<file path="src/rtl/demux1_4_4b_reg_pkg.sv">
// Shared widths and slot state encoding for the 1:4 registered demux.
// Used by demux1_4_4b_reg and demux_slot; DEMUX_CNT_EN enables the accept counters.
package demux1_4_4b_reg_pkg;

  localparam int DATA_W   = 4;
  localparam int SEL_W    = 2;
  localparam int NUM_DEST = 4;
  localparam int CNT_W    = 8;

  localparam logic [CNT_W-1:0] CNT_MAX = '1;

  typedef enum logic {
    EMPTY = 1'b0,
    FULL  = 1'b1
  } slot_state_e;

endpackage

</file>
<file path="src/rtl/demux_slot.sv">
// One-entry holding slot: captures data on load, presents it with valid until
// the consumer takes it. A same-cycle consume and load keeps the slot full.
module demux_slot
  import demux1_4_4b_reg_pkg::*;
(
  input  logic              clk,
  input  logic              rst,
  input  logic              load,
  input  logic [DATA_W-1:0] data,
  input  logic              ready,
  output logic              valid,
  output logic [DATA_W-1:0] q
);

  slot_state_e state, state_next;

  always_ff @(posedge clk or negedge rst) begin
    if (!rst) state <= EMPTY;
    else      state <= state_next;
  end

  // A load always wins, so a drain-and-refill in one cycle stays FULL.
  always_comb begin
    state_next = state;
    if (load)
      state_next = FULL;
    else if (state == FULL && ready)
      state_next = EMPTY;
  end

  always_ff @(posedge clk or negedge rst) begin
    if (!rst)      q <= '0;
    else if (load) q <= data;
  end

  assign valid = (state == FULL);

endmodule

</file>
<file path="src/rtl/demux1_4_4b_reg.sv">
// 1:4 demux with a registered one-entry slot per destination and ready/valid
// handshakes. Define DEMUX_CNT_EN for saturating per-destination accept counters.
module demux1_4_4b_reg
  import demux1_4_4b_reg_pkg::*;
(
  input  logic              clk,
  input  logic              rst,
  input  logic [DATA_W-1:0] in,
  input  logic [SEL_W-1:0]  s,
  input  logic              in_valid,
  output logic              in_ready,
  output logic [DATA_W-1:0] outA,
  output logic [DATA_W-1:0] outB,
  output logic [DATA_W-1:0] outC,
  output logic [DATA_W-1:0] outD,
  output logic              vldA,
  output logic              vldB,
  output logic              vldC,
  output logic              vldD,
  input  logic              rdyA,
  input  logic              rdyB,
  input  logic              rdyC,
  input  logic              rdyD
`ifdef DEMUX_CNT_EN
  ,output logic             cnt_sat
`endif
);

  logic [NUM_DEST-1:0] vld;
  logic [NUM_DEST-1:0] rdy;
  logic [NUM_DEST-1:0] load;
  logic [DATA_W-1:0]   dout [NUM_DEST];

  assign rdy = {rdyD, rdyC, rdyB, rdyA};

  // Ready ignores in_valid; a full slot still accepts if it drains this cycle.
  assign in_ready = !vld[s] || rdy[s];

  for (genvar i = 0; i < NUM_DEST; i++) begin : g_slot
    assign load[i] = in_valid && in_ready && (s == SEL_W'(i));

    demux_slot u_slot (
      .clk   (clk),
      .rst   (rst),
      .load  (load[i]),
      .data  (in),
      .ready (rdy[i]),
      .valid (vld[i]),
      .q     (dout[i])
    );
  end

  assign {vldD, vldC, vldB, vldA} = vld;
  assign outA = dout[0];
  assign outB = dout[1];
  assign outC = dout[2];
  assign outD = dout[3];

`ifdef DEMUX_CNT_EN
  logic [CNT_W-1:0] cnt [NUM_DEST];

  always_ff @(posedge clk or negedge rst) begin
    if (!rst) begin
      for (int i = 0; i < NUM_DEST; i++) cnt[i] <= '0;
    end else begin
      for (int i = 0; i < NUM_DEST; i++)
        if (load[i] && cnt[i] != CNT_MAX) cnt[i] <= cnt[i] + 1'b1;
    end
  end

  always_comb begin
    cnt_sat = 1'b0;
    for (int i = 0; i < NUM_DEST; i++)
      if (cnt[i] == CNT_MAX) cnt_sat = 1'b1;
  end
`endif

endmodule

</file>
<file path="config.mk">
export PLATFORM = sky130hd
export DESIGN_NAME = demux1_4_4b_reg
export DESIGN_NICKNAME = d
export VERILOG_FILES = /design/src/rtl/demux1_4_4b_reg_pkg.sv /design/src/rtl/demux_slot.sv /design/src/rtl/demux1_4_4b_reg.sv
export SDC_FILE = /design/constraint.sdc
export NUM_CORES = 1
export LEC_CHECK = 0
export BUFFER_PORTS_ARGS = -buffer_cell sky130_fd_sc_hd__buf_2
export CORE_ASPECT_RATIO = 0.75
export CORE_MARGIN = 3
export CORE_UTILIZATION = 33
export CTS_CLUSTER_DIAMETER = 100
export DETAILED_ROUTE_END_ITERATION = 8
export PLACE_DENSITY = 0.64
export SYNTH_ARGS = -nofsm -noshare
export SYNTH_HDL_FRONTEND = slang
export SYNTH_SLANG_ARGS = --single-unit
</file>
<file path="constraint.sdc">
create_clock -name clk -period 1 [get_ports clk]
set_input_delay 0.15 -clock clk [delete_from_list [all_inputs] [get_ports clk]]
set_output_delay 0.15 -clock clk [all_outputs]
set_load 0.01 [all_outputs]
</file>
==> reports/metrics.yaml, run 1 <==
outcome: "finished with violations"
violations: "negative setup slack"
worst_slew_pin_slew_ns: 0.4394
fp-row-count: 15
fin_nets: 126
place_area_mm2: 0.001077
ys_ff_latch: 20
grt_setup_unrepaired: "yes"
gp_congestion: 0.7622
antenna_found_initial: 0
netlist.area_leader.share: 0.5935
dieHeight_um: 49.78
finalSetupViolations: 18
io_pins: 34
synth_top_area_cell: "dfrtp_1"
p_per_area_mw_per_mm2: 1711
synth_area_um2: 843.3
drt_drc_violations_left: 0
final_cells: 146
stdcell_area_mm2: 0.001297
ctsRootBufferMaster: "clkbuf_4"
synth_area_leaders: "dfrtp_1 (59%), mux2_2 (16%), mux2_4 (7.1%)"
maxSlewViolCount: 0
crit_chain: "nand2b_1 > mux4_2 > buf_6"
hold_violations: 0
grt_pass1_vias: 623
viasPerCell: 4.384
fin_setup_tns_ns: -4.782
crit_required_ns: 0.85
holdWs_ns: 0.1413
synth_nets: 67
post-place-cells: 123
cts-buffers-inserted: 3
postSynthCellCount: 54
avgSynthCellArea_um2: 15.62
grt_max_degree: 21
die_area_mm2: 0.003204
min_path_type: "input port to flop"
core_area_mm2: 0.002365
worst_slack_ns: -0.5085
postRouteAntennaNets: 0
drive_above_1_share: 0.7232
crit_type: "flop to output port"
fin_crit_ns: 1.509
vdd_drop_max_mv: 0.8688
syn2layout_area_growth_pct: 53.86
grtUsageTotal: 0.1283
end_kind: "output port"
clk_pin_slew_ns: 0.11
yosysUniqueCellTypes: 14
crit_buf_inv: 1
grt_pass1_wl_mm: 3.118
synth_seq_area_share: 0.5935
cp_slowest_cell: "mux4_2"
drv_cap: 0
grt_overflow: 0
tritoncts: "yes"
power_w: 0.002220
clock_sinks: 20
drtPass1Iterations: 2
port-buffer-count: 33
worstPathArrival_ns: 1.36
hpwl_mm: 1.405
finalClockSkew_ns: 0.0009087
drt-total-wl_mm: 1.954
worstPathMaxFanout: 2
max_freq_mhz: 662.9
p_leak_nw: 0.6714
start_kind: "flop"
yosysWarningCount: 0
insertion_delay_ns: 0.29
cp_top_family: "multiplexers"
drtIter0Drc: 5
slew_headroom: 0.7071
antenna_cells: 0
vias: 640
die_w_um: 64.37
avgRoutedWirePerCell_um: 13.38
clockBufferDepth: 2
h-tree-depth: 1
period_share: 1.509
initial_core_util: 0.3566
critPathMaxStageDelay_ns: 0.48
-- layout by cell type, fill, tap and decap left out, types with 3 or more instances in the layout --
| cell type | synthesis | layout |
|---|---|---|
| nand2b_1 | 4 | 4 |
| buf_4 | 0 | 20 |
| buf_6 | 1 | 3 |
| mux2_2 | 12 | 4 |
| dfrtp_1 | 20 | 20 |
| mux2_4 | 4 | 12 |
| clkbuf_4 | 0 | 3 |
| buf_2 | 0 | 31 |
| nand2_1 | 5 | 4 |
-- per-stage QoR --
| stage | setup slack, ns | util |
|---|---|---|
| global route | -0.5953 | 0.5487 |
| global placement | -0.2477 | 0.4556 |
| finish | -0.5085 | 0.5487 |
| floorplan | -0.2101 | - |
| detailed placement | -0.2647 | 0.4556 |
| CTS | -0.5257 | 0.5058 |
-- flip-flops by register name, indices dropped and copies added (netlist names) --
name	count
g_slot.u_slot.q	16
g_slot.u_slot.valid	4
-- cells by family (layout without fill, tap and decap cells) --
logic type | Yosys count | in the layout | share of synthesized area
mux | 17 | 17 | 0.2582
compound gates | 1 | 1 | 0.005929
flops | 20 | 20 | 0.5935
buf+inv | 1 | 59 | 0.01335
simple gates | 15 | 15 | 0.1291
-- synth_stat cells --
| cell type | n |
|---|---|
| nor2b_2 | 1 |
| nand2b_1 | 4 |
| nand3b_1 | 1 |
| o21ai_0 | 1 |
| nand3_2 | 1 |
| buf_6 | 1 |
| nor2b_4 | 1 |
| and3_1 | 1 |
| dfrtp_1 | 20 |
| nand2_1 | 5 |
| mux2_4 | 4 |
| mux2_2 | 12 |
| mux4_2 | 1 |
| nor3b_4 | 1 |
-- layer usage --
metal,vias to the layer above,track usage,part of all wire
met5,-,0,0
met4,0,0.01053,0
met3,0,0.05239,0.056
met2,21,0.1969,0.46
met1,313,0.1772,0.48
li1,306,-,-
-- repair_timing --
| action | 4_1_cts | 5_1_grt |
|---|---|---|
| pin swaps | 1 | 0 |
| endpoints found under the hold margin | 20 | 0 |
| endpoints found under the setup margin | 18 | 38 |
| cloned | 0 | 0 |
| gates resized for setup | 6 | 4 |
| hold buffers | 1 | 0 |
| buffers inserted | 8 | 11 |
-- layout make-up --
class                      count  area, um2
tap                           34      42.54
sequential                    20      500.5
clock buffer                   4      36.28
timing repair buffer          55      349.1
multi-input combinational     33      369.1
fill                         215       1067
-- final timing paths --
path	from	end	cells past startpoint	slack, ns
max	g_slot[0].u_slot.valid	in_ready	3	-0.51
min	in[1]	g_slot[1].u_slot.q[1]	2	0.14
max reg2reg	g_slot[0].u_slot.valid	g_slot[0].u_slot.q[3]	4	-0.31
min reg2reg	g_slot[2].u_slot.q[0]	g_slot[2].u_slot.q[0]	1	0.52
max in group asynchronous	rst	g_slot[0].u_slot.q[2]	2	0.38
min in group asynchronous	rst	g_slot[3].u_slot.valid	2	0.31
-- report_power, final --
part	switching, W	internal [W]
Combinational	0.000272	0.000452
Clock	0.000239	0.000222
Sequential	0.0000781	0.000957
Total	0.000589	0.00163
Note: power is estimated with default switching activity, not from simulation.
==> run 2: changes to the inputs <==
==> constraint.sdc (replaced) <==
create_clock -name clk -period 1 [get_ports clk]
set_input_delay 0.2 -clock clk [delete_from_list [all_inputs] [get_ports clk]]
set_output_delay 0.2 -clock clk [all_outputs]
set_load 0.01 [all_outputs]
==> run 2 against run 1 <==
Effect of this change:
- the flow still finishes with violations (negative setup slack)
- largest cell class unchanged
- cell count shrank 0.68%
- clock power shrank 23%
- register-to-register slack gained 0.05 ns
- wire length shrank 1.6%
- highest routed layer is now met4
- maximum frequency shrank 2.3%
- flip-flop and latch count is the same
- clock skew is essentially flat
- sequential power is essentially flat
- core utilization shrank 0.53 points
==> reports/metrics.yaml, run 2 (synthesis results as in run 1) <==
cp_slowest_cell: "mux4_2"
r2r_end: "g_slot[3].u_slot.q[2]"
grt_overflow: 0  # unchanged
min-delay-start: "in[1]"
crit_start: "g_slot[3].u_slot.valid"
stdcell_area_mm2: 0.001285  # -0.96%
avgRoutedWirePerCell_um: 13.26  # -0.91%
p_per_area_mw_per_mm2: 1661  # -2.9%
rr_worst_depth: 4  # unchanged
fill_cells: 229  # +6.5%
place_area_mm2: 0.001085  # +0.70%
maxSlewViolCount: 0  # unchanged
drtIter0Drc: 8  # +3
crit_type: "flop to output port"
core_area_mm2: 0.002365  # unchanged
insertion_delay_ns: 0.28  # about the same
die_w_um: 64.37  # unchanged
hold_violations: 0  # unchanged
violations: "negative setup slack"
crit_chain: "nand2b_1 > mux4_2 > buf_2"
clock_sinks: 20  # unchanged
hpwl_mm: 1.337  # -4.8%
grt_max_degree: 21  # unchanged
fin_nets: 126  # unchanged
syn2layout_area_growth_pct: 52.37
final_util: 0.5434  # -0.005291
finalClockSkew_ns: 0.0006407  # -0.0002680 ns
viasPerCell: 4.345  # -0.88%
p_leak_nw: 0.6627  # -1.3%
end_kind: "output port"
worstPathMaxFanout: 2  # unchanged
drt_drc_violations_left: 0  # unchanged
regMostFlops: "g_slot.u_slot.q"
drt-total-wl_mm: 1.923  # -1.6%
drive_above_1_share: 0.7117  # -0.01150
slew_headroom: 0.7091  # +0.002064
r2r_start: "g_slot[3].u_slot.valid"
finalSetupViolations: 38  # +20
grt_pass1_vias: 646  # +3.7%
grt_setup_unrepaired: "yes"
port-buffer-count: 33  # unchanged
clockBufferDepth: 2  # unchanged
vias: 630  # -1.6%
clk_pin_slew_ns: 0.10  # about the same
vdd_drop_max_mv: 0.9370  # +7.8%
fp-row-count: 15  # unchanged
postRouteAntennaNets: 0  # unchanged
r2r_setup_slack_ns: -0.26  # +0.05 ns
start_kind: "flop"
cp-endpoint: "in_ready"
drtPass1Iterations: 3  # +1
final_cell_mix: "buf_2 (31), dfrtp_1 (20), buf_4 (19)"
period_share: 1.545  # +0.03596
h-tree-depth: 1  # unchanged
cts-buffers-inserted: 3  # unchanged
initial_core_util: 0.3566  # unchanged
io_pins: 34  # unchanged
ctsRootBufferMaster: "clkbuf_4"
fin_setup_tns_ns: -4.411  # +0.3718 ns
layout_commonest_cell: "buf_2"
crit_required_ns: 0.80  # -0.05 ns
antenna_found_initial: 0  # unchanged
max_freq_mhz: 647.5  # -2.3%
worst_slack_ns: -0.5445  # -0.03596 ns
dieHeight_um: 49.78  # unchanged
largest_reg_flops: 16  # unchanged
worstPathArrival_ns: 1.34  # -0.02 ns
tritoncts: "yes"
antenna_cells: 0  # unchanged
fin_crit_ns: 1.545  # +0.03596 ns
gp_congestion: 0.7657  # +0.46%
drv_cap: 0  # unchanged
min_path_type: "input port to flop"
grtUsageTotal: 0.1248  # -0.003462
outcome: "finished with violations"
grt_pass1_wl_mm: 3.015  # -3.3%
die_area_mm2: 0.003204  # unchanged
critPathMaxStageDelay_ns: 0.46  # -0.02 ns
worst_slew_pin_slew_ns: 0.4363  # -0.003096 ns
[run 2: cell type report]
| type | count | area, um2 | area share |
|---|---|---|---|
| sequential | 20 | 500.5 | 0.3895 |
| multi-input combinational | 33 | 366.6 | 0.2853 |
| timing repair buffer | 55 | 352.8 | 0.2746 |
| tap | 34 | 42.54 | 0.03311 |
| clock buffer | 3 | 22.52 | 0.01753 |
[run 2: metal layers]
metal | global-route usage | part of all wire | vias up
li1 | - | - | 304
met1 | 0.1612 | 0.47 | 304
met2 | 0.2021 | 0.47 | 20
met3 | 0.05467 | 0.049 | 2
met4 | 0.01053 | 0.0042 | 0
met5 | 0 | 0 | -
[run 2: through the flow]
stage / instances / power, W / setup WS, ns / hold slack (ns)
4_1_cts: 139 / 0.002091 / -0.5568 / 0.1904
6_report: 145 / 0.002134 / -0.5445 / 0.1935
2_1_floorplan: 54 / 0.001332 / -0.2101 / -0.09559
3_5_place_dp: 124 / 0.001581 / -0.2665 / 0.1737
5_1_grt: 145 / 0.002275 / -0.6407 / 0.1672
3_3_place_gp: 124 / 0.001571 / -0.2615 / 0.1627
[run 2: what timing repair did]
item | CTS | global route
hold buffers | 1 | 0
resized for setup | 8 | 3
buffers inserted | 11 | 7
endpoints found under the hold margin | 20 | 0
pin swaps | 1 | 1
endpoints found under the setup margin | 37 | 38
[run 2: where the power goes]
| group | internal (W) | switching [W] |
|---|---|---|
| combinational | 0.000471 | 0.000279 |
| clock | 0.000140 | 0.000216 |
| sequential | 0.000957 | 0.0000718 |
| total | 0.00157 | 0.000566 |
[run 2: worst min path at each step]
stage,to,slack [ns],depth (start not counted)
2_1_floorplan,g_slot[0].u_slot.q[0],-0.1,0
3_3_place_gp,g_slot[3].u_slot.valid,0.16,1
3_5_place_dp,g_slot[3].u_slot.valid,0.17,1
4_1_cts,g_slot[3].u_slot.q[1],0.19,2
5_1_grt,g_slot[3].u_slot.q[1],0.17,2
6_report,g_slot[3].u_slot.q[1],0.19,2
[run 2: critical path, delay by kind of cell, from the launching register on]
family	cells	cell delay (ns)
buffers and inverters	1	0.15
and+or+nand+nor	1	0.09
DFF	1	0.36
muxes	1	0.46
==> run 3: changes to the inputs <==
Settings changed: PLACE_DENSITY 0.64 to 0.62.
Clock period 1 ns to 1.8 ns, I/O delays scaled along.
==> run 3 against run 2 <==
Effect of this change:
- clock-buffer cell count stayed put
- via count is 15% lower
- cell area is 17% lower
- hold slack worse by 0.19 ns
- die area stayed put
- the flow finishes with violations (negative hold slack)
- combinational power is 64% lower
- wire length is 22% lower
- first-iteration DRC count is 50% higher
==> reports/metrics.yaml, run 3 (synthesis results as in run 1) <==
postRouteAntennaNets: 0  # unchanged
syn2layout_area_growth_pct: 25.96
r2r_start: "g_slot[2].u_slot.valid"
regMostFlops: "g_slot.u_slot.q"
dieHeight_um: 49.78  # unchanged
start_kind: "flop"
min_path_type: "input port to asynchronous set/reset pin"
fin_crit_ns: 1.681
gp_congestion: 0.7208  # -5.9%
rr_worst_depth: 3  # -1
slew_headroom: 0.7184  # +0.009285
drt-total-wl_mm: 1.496  # -22%
die_area_mm2: 0.003204  # unchanged
holdWs_ns: -0.001328  # -0.1948 ns
crit_required_ns: 1.44  # +0.64 ns
fill_cells: 244  # +6.6%
die_w_um: 64.37  # unchanged
grt_setup_unrepaired: "no"
vias: 537  # -15%
final_cell_mix: "buf_2 (33), dfrtp_1 (20), mux2_2 (12)"
core_area_mm2: 0.002365  # unchanged
p_leak_nw: 0.5276  # -20%
insertion_delay_ns: 0.28  # about the same
clk_pin_slew_ns: 0.09  # about the same
grt_pass1_wl_mm: 2.511  # -17%
hold_violations: 5  # +5
grt_overflow: 0  # unchanged
clockBufferDepth: 2  # unchanged
hpwl_mm: 1.237  # -7.5%
ctsRootBufferMaster: "clkbuf_4"
maxSlewViolCount: 0  # unchanged
place_area_mm2: 0.001040  # -4.2%
fin_nets: 104  # -17%
viasPerCell: 4.366  # +0.48%
drive_above_1_share: 0.6404  # -0.07126
avgRoutedWirePerCell_um: 12.16  # -8.3%
fp-row-count: 15  # unchanged
worstPathMaxFanout: 3  # +1
port-buffer-count: 33  # unchanged
period_share: 0.9341
post-place-cells: 120  # -3.2%
finalSetupViolations: 0  # -100%
layout_commonest_cell: "buf_2"
drtIter0Drc: 12  # +4
largest_reg_flops: 16  # unchanged
grt_max_degree: 21  # unchanged
postCtsSetupBuffers: 0  # -11
r2r_setup_slack_ns: 0.54  # +0.80 ns
h-tree-depth: 1  # unchanged
antenna_found_initial: 0  # unchanged
worstPathArrival_ns: 1.32  # -0.02 ns
clock_sinks: 20  # unchanged
fin_setup_tns_ns: 0  # +4.411 ns
p_per_area_mw_per_mm2: 969.3  # -42%
cts-buffers-inserted: 3  # unchanged
finalClockSkew_ns: 0.0004285  # -0.0002121 ns
drtPass1Iterations: 2  # -1
drv_cap: 0  # unchanged
max_freq_mhz: 594.8
power_w: 0.001030  # -52%
tritoncts: "yes"
final_cells: 123  # -15%
end_kind: "output port"
vdd_drop_max_mv: 0.4954  # -47%
grt_pass1_vias: 529  # -18%
drt_drc_violations_left: 0  # unchanged
outcome: "finished with violations"
r2r_end: "g_slot[2].u_slot.q[2]"
stdcell_area_mm2: 0.001062  # -17%
grtUsageTotal: 0.1042  # -0.02063
worst_slew_pin_slew_ns: 0.4224  # -0.01393 ns
violations: "negative hold slack"
crit_type: "flop to output port"
antenna_cells: 0  # unchanged
io_pins: 34  # unchanged
cts_resized: 0  # -8
hold_buffers: 0  # -1
initial_core_util: 0.3566  # unchanged
-- run 3: critical path, stage by stage, from the launching register on --
cell,delay [ns]
dfrtp_1,0.36
nand2b_1,0.08
mux4_2,0.45
buf_2,0.15
-- run 3: metal layers --
metal	vias to the layer above	part of all wire	GRT usage
met5	-	0	0
met4	0	0	0.01053
met3	0	0.068	0.04328
met2	18	0.47	0.1541
met1	259	0.46	0.1478
li1	260	-	-
-- run 3: power by group --
part	leakage (nW)	switching (W)	internal (W)
Sequential	0.242	0.0000411	0.000532
Clock	0.0138	0.000110	0.0000776
Combinational	0.272	0.000122	0.000147
-- run 3: worst max-delay path by stage --
stage                           start       end  slack [ns]  cells past startpoint
2_1_floorplan                    rdyD  in_ready        0.43                      2
3_3_place_gp                     rdyA  in_ready        0.22                      4
3_5_place_dp                     rdyD  in_ready        0.22                      4
4_1_cts        g_slot[2].u_slot.valid  in_ready        0.09                      3
5_1_grt        g_slot[2].u_slot.valid  in_ready        0.04                      3
6_report       g_slot[2].u_slot.valid  in_ready        0.12                      3
-- run 3: area by class of cell --
type / instances / area (um2) / area share
clock buffer: 3 / 22.52 / 0.02120
sequential: 20 / 500.5 / 0.4711
tap: 34 / 42.54 / 0.04005
multi-input combinational: 33 / 331.6 / 0.3121
timing repair buffer: 33 / 165.2 / 0.1555
-- run 3: metrics by stage --
stage / setup WS (ns) / util
finish: 0.1186 / 0.4492
global route: 0.03642 / 0.4492
CTS: 0.09066 / 0.4492
detailed placement: 0.2175 / 0.4397
global placement: 0.2197 / 0.4397
floorplan: 0.4339 / -
